`src/rtl/buffered_io_interface.sv`:
```
// rtl/buffered_io_interface.sv - keyboard/VGA glue with input and output FIFOs, echo, sticky overflow and IEN-gated irq
module buffered_io_interface #(
  parameter int DATA_W    = 8,
  parameter int IN_DEPTH  = 16,
  parameter int OUT_DEPTH = 16,
  localparam int IN_CW    = $clog2(IN_DEPTH + 1),
  localparam int OUT_CW   = $clog2(OUT_DEPTH + 1),
  localparam int IN_AW    = $clog2(IN_DEPTH),
  localparam int OUT_AW   = $clog2(OUT_DEPTH)
) (
  input  logic              clock,
  input  logic              io_clr_n,
  input  logic [DATA_W-1:0] kbd_data,
  input  logic              kbd_valid,
  output logic [DATA_W-1:0] inpr_data,
  output logic              fgi,
  input  logic              inp_ack,
  input  logic [DATA_W-1:0] outr_data,
  input  logic              out_wr,
  output logic              fgo,
  output logic [DATA_W-1:0] vga_data,
  output logic              vga_valid,
  input  logic              vga_ready,
  input  logic              echo_en,
  input  logic              ien,
  output logic              irq,
  output logic              in_ovf,
  output logic              out_ovf,
  input  logic              ovf_clr,
  output logic [IN_CW-1:0]  in_count,
  output logic [OUT_CW-1:0] out_count
);

  logic [DATA_W-1:0] in_mem  [IN_DEPTH];
  logic [DATA_W-1:0] out_mem [OUT_DEPTH];

  logic [IN_AW-1:0]  in_wr_q, in_wr_d, in_rd_q, in_rd_d;
  logic [OUT_AW-1:0] out_wr_q, out_wr_d, out_rd_q, out_rd_d;
  logic [IN_CW-1:0]  in_count_q, in_count_d;
  logic [OUT_CW-1:0] out_count_q, out_count_d;
  logic              fgi_q, fgi_d, fgo_q, fgo_d, vga_valid_q, vga_valid_d;
  logic              in_ovf_q, in_ovf_d, out_ovf_q, out_ovf_d;

  logic              in_full, in_pop, in_push, in_drop;
  logic              out_full, out_pop, out_space, out_push, out_drop, echo_push;
  logic [DATA_W-1:0] out_push_data;

  always_comb begin
    in_full   = (in_count_q == IN_CW'(IN_DEPTH));
    in_pop    = inp_ack & fgi_q;
    in_push   = kbd_valid & (~in_full | in_pop);
    in_drop   = kbd_valid & ~in_push;

    out_full  = (out_count_q == OUT_CW'(OUT_DEPTH));
    out_pop   = vga_valid_q & vga_ready;
    out_space = ~out_full | out_pop;
    // CPU writes take the slot; an echo only fills otherwise unused space
    echo_push = echo_en & in_push & ~out_wr & out_space;
    out_push  = (out_wr & out_space) | echo_push;
    out_drop  = out_wr & ~out_space;
    out_push_data = out_wr ? outr_data : kbd_data;

    in_wr_d     = in_push ? in_wr_q + IN_AW'(1) : in_wr_q;
    in_rd_d     = in_pop ? in_rd_q + IN_AW'(1) : in_rd_q;
    in_count_d  = in_count_q + IN_CW'(in_push) - IN_CW'(in_pop);
    out_wr_d    = out_push ? out_wr_q + OUT_AW'(1) : out_wr_q;
    out_rd_d    = out_pop ? out_rd_q + OUT_AW'(1) : out_rd_q;
    out_count_d = out_count_q + OUT_CW'(out_push) - OUT_CW'(out_pop);

    fgi_d       = (in_count_d != '0);
    fgo_d       = (out_count_d != OUT_CW'(OUT_DEPTH));
    vga_valid_d = (out_count_d != '0);
    in_ovf_d    = in_drop | (in_ovf_q & ~ovf_clr);
    out_ovf_d   = out_drop | (out_ovf_q & ~ovf_clr);
  end

  always_ff @(posedge clock) begin
    if (!io_clr_n) begin
      in_wr_q     <= '0;
      in_rd_q     <= '0;
      out_wr_q    <= '0;
      out_rd_q    <= '0;
      in_count_q  <= '0;
      out_count_q <= '0;
      fgi_q       <= 1'b0;
      fgo_q       <= 1'b1;
      vga_valid_q <= 1'b0;
      in_ovf_q    <= 1'b0;
      out_ovf_q   <= 1'b0;
    end else begin
      in_wr_q     <= in_wr_d;
      in_rd_q     <= in_rd_d;
      out_wr_q    <= out_wr_d;
      out_rd_q    <= out_rd_d;
      in_count_q  <= in_count_d;
      out_count_q <= out_count_d;
      fgi_q       <= fgi_d;
      fgo_q       <= fgo_d;
      vga_valid_q <= vga_valid_d;
      in_ovf_q    <= in_ovf_d;
      out_ovf_q   <= out_ovf_d;
    end
  end

  // Storage needs no reset: empty flags mask stale contents
  always_ff @(posedge clock) begin
    if (in_push)  in_mem[in_wr_q]   <= kbd_data;
    if (out_push) out_mem[out_wr_q] <= out_push_data;
  end

  assign inpr_data = fgi_q ? in_mem[in_rd_q] : '0;
  assign vga_data  = vga_valid_q ? out_mem[out_rd_q] : '0;
  assign fgi       = fgi_q;
  assign fgo       = fgo_q;
  assign vga_valid = vga_valid_q;
  assign in_ovf    = in_ovf_q;
  assign out_ovf   = out_ovf_q;
  assign in_count  = in_count_q;
  assign out_count = out_count_q;
  assign irq       = ien & (fgi_q | fgo_q);

endmodule

```
`config.mk`:
```
export PLATFORM = sky130hd
export DESIGN_NAME = buffered_io_interface
export DESIGN_NICKNAME = d
export VERILOG_FILES = /design/src/rtl/buffered_io_interface.sv
export SDC_FILE = /design/constraint.sdc
export NUM_CORES = 1
export LEC_CHECK = 0
export CAP_MARGIN = 20
export CORE_MARGIN = 2
export CORE_UTILIZATION = 40
export DETAILED_ROUTE_END_ITERATION = 10
export HOLD_SLACK_MARGIN = 0.06
export PLACE_DENSITY = 0.53
export SLEW_MARGIN = 20
export SYNTH_ARGS = -nofsm -noshare
export SYNTH_HDL_FRONTEND = slang
export SYNTH_SLANG_ARGS = --single-unit
export TNS_END_PERCENT = 50
```
`constraint.sdc`:
```
create_clock -name clock -period 4 [get_ports clock]
set_clock_uncertainty 0.05 [all_clocks]
set_input_delay 0.8 -clock clock [delete_from_list [all_inputs] [get_ports clock]]
set_output_delay 0.8 -clock clock [all_outputs]
set_load 0.01 [all_outputs]
```
==> metrics.txt <==
status finished, final reports clean; Placed Area 0.0133 mm^2; Psw 2.21 mW; # IOs 57; Min-Delay Path Depth 2; Final Non-Filler Cells 1276; first-pass GRT wire length 39100 um; Multi-input gate area 0.00336 mm^2; largest net degree at the start of global routing 34; Final TNS setup 0 ns; CTS tree done; Post-CTS Resized 0; Post-Syn Area 0.0122 mm^2; global-route met3 utilization 2.17%; synth warn 0; CTS H-tree depth 1; Clock power frac 33.2%; CP Class reg2out; slowest library cell on the worst path dfxtp_4; initial core utilization 40.8%; FMAX 0.274 GHz; Max stage delay on crit path 0.52 ns; GR Layer Usage met2 28.9%; most area-consuming cells after synthesis edfxtp_1 63%, mux2i_1 8.8%, dfxtp_1 6.4%; R2R Path Start in_count[2]; cell breakdown of the critical path buf_4 > mux4_2 > nand2b_1 > nand3_1 > o21ai_0 > clkdlybuf4s50_1; pre-CTS setup slack 0.149 ns; synthesized area per cell 15.8 um^2; DP Wirelength 17400 um; Lkg Pwr 4.78 nW; layout cells sized above 1 13.9%; total power 8.31 mW; cells on worst reg2reg path 14; synthesized instance count 770; dpl cells 1220; critical path's top delay family buffers and inverters; Slew @ Worst Pin 0.874 ns; Detailed Route Iter0 Violations 542; Syn Nets 819; final worst-path cycle share 91.1%; Commonest cells post-synth 256 x edfxtp_1, 107 x mux2i_1, 41 x a22oi_1, 39 x dfxtp_1; PnR worst setup slack 0.356 ns; VDD IR-drop max 0.338 mV; clock buffer count from CTS 30; vias in the first global route 6757; Post-DRT Antenna Nets 0; DRC violations left 0; Core Area 0.0298 mm^2; Post-synth ARST share 0%; kind of end point of the critical path output pin; # clock sinks 295; Worst Path Required 3.15 ns; final net count 911; P_int 6.10 mW; combinational power share 22.2%; r2r setup slk 0.85 ns; Fill cells 2552; crit path buf inv count 2; GP Congestion 0.748; crit path DAT 2.79 ns; Sw Share 26.6%; max-slew violations 0; Die Area 0.0318 mm^2; WL per Instance 19.9 um; WL final 25400 um; count of input and output buffers 56; clk slew on worst S/H paths 0.06 ns; Hold/Removal Path Class reg2reg; row cnt 63; most frequent cell after synthesis edfxtp_1; share of the synthesized area in the top cell type 63.2%; routed vias 6558; GRT Max-Usage Layer met2; Synth area leader edfxtp_1; Layout Utilization 48.1%; Sequential Area 0.00848 mm^2; final instance area 0.0143 mm^2; Main synth FF type edfxtp_1; post-synthesis sequential area ratio 69.6%; pwr dens 580 mW/mm^2; Area Overhead vs Synth 17.7%; Clock Tree Buf Depth 3; Pre-antenna DRT Iters 4; Hold Fails Final Rpt 0; unrepaired setup endpoints after global routing false; initial antenna violation count 0; gr ovfl total 0; final setup violation count 0; setup repair bufs after CTS 0; CP max FO 14; source of the worst hold timing path out_rd_q[3]; EDFF count, synth 256; max cap viols 0; Die Width 178 um; Min Hold Slack 0.476 ns; Reg-to-Reg End fgo; clock period minus worst slack 3.64 ns; vias per cell 5.14; later-pin clock latency in the skew report 0.54 ns; Root Driver clkbuf_16; FF+latch count, synth 295; Setup crit start kind flop; Die Y 178 um; n_diodes 0; post-synthesis cell type count 51; All-Layer GR Usage 16.2%; met1 usage 20.8%; Sequential Power Share 44.6%; hold buffer count at cts 0; Rel. slew slack 41.5%
tightest hold or removal path, stage by stage, from the launching register on:
cell and delay, ns:
dfxtp_1 0.32, xor2_1 0.06, nor2_1 0.10
cell type report:
type                    count  share of cell area [%]
clock buffers              52                    6.87
multi-input cells         411                    23.5
inverters                  25                   0.690
flip-flops and latches    295                    59.2
well taps                 390                    3.41
repair buffers             99                    6.25
clock inverters             4                   0.148
worst max path at each step:
stage / end / startpoint / depth (start not counted)
2_1_floorplan: vga_valid / out_wr / 14
3_3_place_gp: vga_valid / kbd_valid / 13
3_5_place_dp: fgo / kbd_valid / 13
4_1_cts: inpr_data[1] / flop / 6
5_1_grt: inpr_data[7] / flop / 6
6_report: inpr_data[1] / flop / 6
power by group through the flow:
stage	Combinational, mW	Clock, mW	Sequential [mW]
floorplan	1.25	0	3.73
global placement	1.79	0	3.77
detailed placement	1.86	0	3.78
CTS	1.87	2.82	3.71
global route	2.02	2.93	3.72
finish	1.85	2.76	3.71
layer usage:
metal | up-vias | wire length (um)
met5 | - | 0
met4 | 0 | 423
met3 | 35 | 878
met2 | 125 | 13100
met1 | 3277 | 11000
li1 | 3121 | -
sequential cells by signal (all words and copies together) (netlist names), named ones only:
register   count
in_ovf         1
in_rd_q        4
fgo            1
out_ovf        1
in_count       5
vga_valid      1
out_wr_q       4
out_mem      128
out_count      5
in_mem       128
in_wr_q        4
fgi            1
out_rd_q       4
logic make-up (layout without fill, tap and decap cells):
group           count (synthesis)  after routing  synth area share [%]
flops                         295            295                  69.6
simple gates                  150            150                  6.27
mux                           128            128                  12.0
compound gates                 92             92                  5.40
buf+inv                        64            180                  2.93
fa+ha+maj                      24             24                  2.59
xor+xnor                       17             17                  1.22
cell usage in the layout (no fill, tap or decap), types with 9 or more instances in the layout:
cell type | netlist | final
a21oi_1 | 12 | 12
a22oi_1 | 41 | 41
and2_1 | 9 | 9
buf_4 | 6 | 42
clkbuf_1 | 11 | 9
clkbuf_16 | 0 | 33
clkdlybuf4s50_1 | 0 | 56
dfxtp_1 | 39 | 37
edfxtp_1 | 256 | 256
ha_1 | 22 | 22
inv_1 | 23 | 23
mux2i_1 | 107 | 107
mux4_2 | 12 | 12
nand2_1 | 37 | 37
nand2b_1 | 11 | 11
nand3_1 | 16 | 16
nor2_1 | 37 | 37
nor2b_1 | 12 | 12
xnor2_1 | 11 | 11
Note: power is estimated with default switching activity, not from simulation.
==> variant 1, RTL diff (same flow settings) <==
Set the parameter `OUT_DEPTH` to 8 (it was 16).
--- a/src/rtl/buffered_io_interface.sv
+++ b/src/rtl/buffered_io_interface.sv
@@ -4,3 +4,3 @@
   parameter int IN_DEPTH  = 16,
-  parameter int OUT_DEPTH = 16,
+  parameter int OUT_DEPTH = 8,
   localparam int IN_CW    = $clog2(IN_DEPTH + 1),
Ports: changed (resized out_count); port bits go from 57 to 56. No check against the original RTL was run, so the function may have changed too.
==> variant 1 against the original RTL <==
Synthesized area is 23% lower; utilization is 0.61 points higher; wire length is 24% lower; sequential cell count is 68 lower; fmax is 2.6% higher; sequential share of layout area is 0.85 points lower; final area is 23% lower; setup slack better by 91 ps; first-iteration DRC count is 47% lower; total power is 21% lower; largest cell class unchanged.
==> variant 1: results (changes against the original RTL) <==
status: "complete, no violations"
place_ws_ps: 485  # +336 ps
worst_hold_slack_ps: 434  # -41.4 ps
grt_util_all_layers_pct: 16.2  # about the same
coreArea_um2: 22800  # -24%
nets: 688  # -24%
placed_area_um2: 10300  # -23%
synth_edf_count: 192  # -25%
p_leak_nw: 3.65  # -24%
critPathMaxStageDelay_ps: 590  # +70 ps
drt-wirelength-per-cell_um: 19.8  # -0.71%
cp_max_fo: 30  # +16
portBuffers: 55  # -1.8%
gp_congestion: 0.770  # +2.9%
ys_types: 49  # -3.9%
synth.area.top_cells: "edfxtp_1 62%, dfxtp_1 7.5%, mux2i_1 6.2%"
chipWidth_um: 157  # -12%
viasPerCell: 5.09  # -1.1%
fillerInstances: 1956  # -23%
ys_seq_area_share_pct: 69.4  # -0.19 points
drt_iter0_drc: 286  # -47%
vdd_drop_max_mv: 0.346  # +2.1%
arrival_ps: 2700  # -90 ps
dpl.hpwl_um: 12600  # -28%
synth_fp_nets: 609  # -26%
[variant 1: layout make-up]
type	instances	area, um2	share of cell area [%]
Sequential cell	227	6470	58.3
Multi-Input combinational cell	291	2590	23.4
Timing Repair Buffer	79	743	6.70
Clock buffer	40	733	6.61
Tap cell	313	392	3.53
Clock inverter	6	87.6	0.790
Inverter	19	73.8	0.666
[variant 1: per-layer routing]
layer,part of all wire (%),track usage (%)
met5,0,0
met4,1.7,3.98
met3,4.7,2.60
met2,47,26.6
met1,47,22.6
[variant 1: how the worst max path moves through the flow]
stage | start | to | slack (ps) | cells after the start
3_3_place_gp | inp_ack | vga_valid$_SDFF_PN0_ | 520 | 11
3_5_place_dp | inp_ack | vga_valid$_SDFF_PN0_ | 490 | 11
5_1_grt | flop | inpr_data[6] | 300 | 6
2_1_floorplan | out_wr | vga_valid$_SDFF_PN0_ | 820 | 11
6_report | flop | inpr_data[5] | 450 | 5
4_1_cts | flop | inpr_data[3] | 390 | 5
[variant 1: logic make-up after synthesis]
group | count (synthesis) | share of synthesized area (%)
buf+inv | 46 | 2.85
xor+xnor | 13 | 1.22
mux | 91 | 13.2
compound gates | 53 | 4.03
flops | 227 | 69.4
fa+ha+maj | 20 | 2.85
simple gates | 114 | 6.39
[variant 1: tightest hold or removal path: stages, from the launching register on]
cell     delay (ps)
dfxtp_1         310
nand2_1          60
a21oi_1          60
[variant 1: power by group]
| group | switching, mW | internal, mW |
|---|---|---|
| sequential | 0.146 | 2.75 |
| combinational | 0.705 | 0.729 |
| clock | 0.880 | 1.39 |
| total | 1.73 | 4.87 |
==> variant 2, RTL diff (same flow settings) <==
Without the edit above. One comparison of `out_count_q` changes from == to >=.
--- a/src/rtl/buffered_io_interface.sv
+++ b/src/rtl/buffered_io_interface.sv
@@ -53,3 +53,3 @@
 
-    out_full  = (out_count_q == OUT_CW'(OUT_DEPTH));
+    out_full  = (out_count_q >= OUT_CW'(OUT_DEPTH));
     out_pop   = vga_valid_q & vga_ready;
Formal check against the unedited RTL: no difference found for any inputs over 10 cycles, from zero or initial values; that may be too few to reach the edited logic, so the function may still have changed.
==> variant 2 against the original RTL <==
Total power barely moved; setup slack got worse by 11 ps; final area fell by 1.0%; wire length rose by 1.1%; sequential cell count did not move; largest power group unchanged; synthesized area fell by 0.90%; via count fell by 0.26%; global-route usage rose by 0.42 points; non-clock buffer count fell by 9.
==> variant 2: results (changes against the original RTL) <==
swShare_pct: 25.9  # -0.65 points
dpl.hpwl_um: 17500  # +0.60%
insertion_delay_ps: 550
synthTopCellsByCount: "256 x edfxtp_1, 95 x mux2i_1, 44 x a22oi_1"
critPathMaxStageDelay_ps: 800  # +280 ps
ys_seq_area_share_pct: 70.2  # +0.64 points
antenna_cells: 0  # unchanged
layout-drive-gt1-share_pct: 13.1  # -0.74 points
slew_violations: 0  # unchanged
grt_util_all_layers_pct: 16.6  # +0.42 points
synth_fp_nets: 794  # -3.1%
grt_max_degree: 29  # -15%
drtPass1Iterations: 5  # +1
p_leak_nw: 4.75  # -0.78%
slowest_stage: "nor2_1"
instances_no_fill: 1250  # -2.0%
synth_top_cell_area_share_pct: 63.8  # +0.58 points
path_delay_family: "simple AND/OR/NAND/NOR gates"
grt_pass1_wl_um: 39600  # +1.2%
min-delay-path-class: "reg -> reg"
vdd_drop_max_mv: 0.359  # +6.2%
dp_cells: 1192  # -2.3%
htree_levels: 1  # unchanged
multi_input_area_um2: 3270  # -2.6%
synth_edf_count: 256  # unchanged
fillerInstances: 2541  # -0.43%
portBuffers: 56  # unchanged
gp_congestion: 0.785  # +5.0%
area_growth_syn_to_layout_pct: 17.6
cts_buffer_depth: 3  # unchanged
synthCells: 746  # -3.1%
ys_types: 52  # +2.0%
slew_headroom_pct: 32.2  # -9.3 points
grt_pass1_vias: 6781  # +0.36%
ctsRootBufferMaster: "clkbuf_16"
cts_resized: 0  # unchanged
yosys_warnings: 0  # unchanged
drt_iter0_drc: 541  # -0.18%
vias: 6541  # -0.26%
synth_ff_type: "edfxtp_1"
synth.area.top_cells: "edfxtp_1 64%, mux2i_1 7.9%, dfxtp_1 6.5%"
status: "complete, no violations"
placed_area_um2: 13100  # -1.4%
nets: 883  # -3.1%
arrival_ps: 2800  # about the same
wl_um: 25700  # +1.1%
max-cap-violations: 0  # unchanged
synth-seq-cells: 295  # unchanged
cts_buffers: 31  # +3.3%
[variant 2: stage by stage]
| stage | power, mW | worst slack, ps |
|---|---|---|
| after global placement | 5.43 | 154 |
| after detailed placement | 5.50 | 31.1 |
| after CTS | 8.40 | 285 |
| final | 8.32 | 345 |
| after floorplan | 4.86 | 574 |
| after global routing | 8.68 | 103 |
[variant 2: tightest hold or removal path, cell delays in order, from the launching register on]
cell and delay, ps:
dfxtp_1 340, a32oi_1 60, nor2_1 80
[variant 2: path summary, 6_finish.rpt]
check	cells after the start	startpoint	slack [ps]	endpoint
worst max-delay path	5	flop	350	vga_data[7]
worst min-delay path	2	out_ovf$_SDFF_PN0_	460	out_ovf$_SDFF_PN0_
worst max register to register	14	in_count[2]$_SDFF_PN0_	560	fgo$_SDFF_PN1_
worst min register to register	2	out_ovf$_SDFF_PN0_	460	out_ovf$_SDFF_PN0_
[variant 2: per-layer routing]
layer / wire length (um) / part of all wire [%] / vias to the layer above / track usage, %
li1: - / - / 3038 / -
met1: 12200 / 47 / 3286 / 24.8
met2: 11600 / 45 / 181 / 25.4
met3: 1450 / 5.6 / 36 / 2.59
met4: 504 / 2.0 / 0 / 4.30
met5: 0 / 0 / - / 0
[variant 2: power by group through the flow]
stage / sequential (mW) / clock [mW] / combinational (mW)
2_1_floorplan: 3.71 / 0 / 1.15
3_3_place_gp: 3.74 / 0 / 1.69
3_5_place_dp: 3.75 / 0 / 1.75
4_1_cts: 3.68 / 2.96 / 1.76
5_1_grt: 3.70 / 3.08 / 1.89
6_report: 3.68 / 2.90 / 1.74
[variant 2: layout make-up]
| cell class | instances | area share, % |
|---|---|---|
| clock inverter | 13 | 1.37 |
| timing repair buffer | 90 | 5.84 |
| sequential | 295 | 59.7 |
| inverter | 20 | 0.547 |
| clock buffer | 45 | 5.98 |
| multi-input combinational | 397 | 23.1 |
| tap | 390 | 3.44 |
[variant 2: cell families after synthesis]
logic type,count (synthesis),synth area share [%]
flip-flops,295,70.2
multiplexers,123,12.4
AND/OR/NAND/NOR,147,5.96
buffers and inverters,54,2.60
adder cells (fa/ha/maj),23,2.51
XOR/XNOR,16,1.16
AO/OA/AOI/OAI,88,5.16
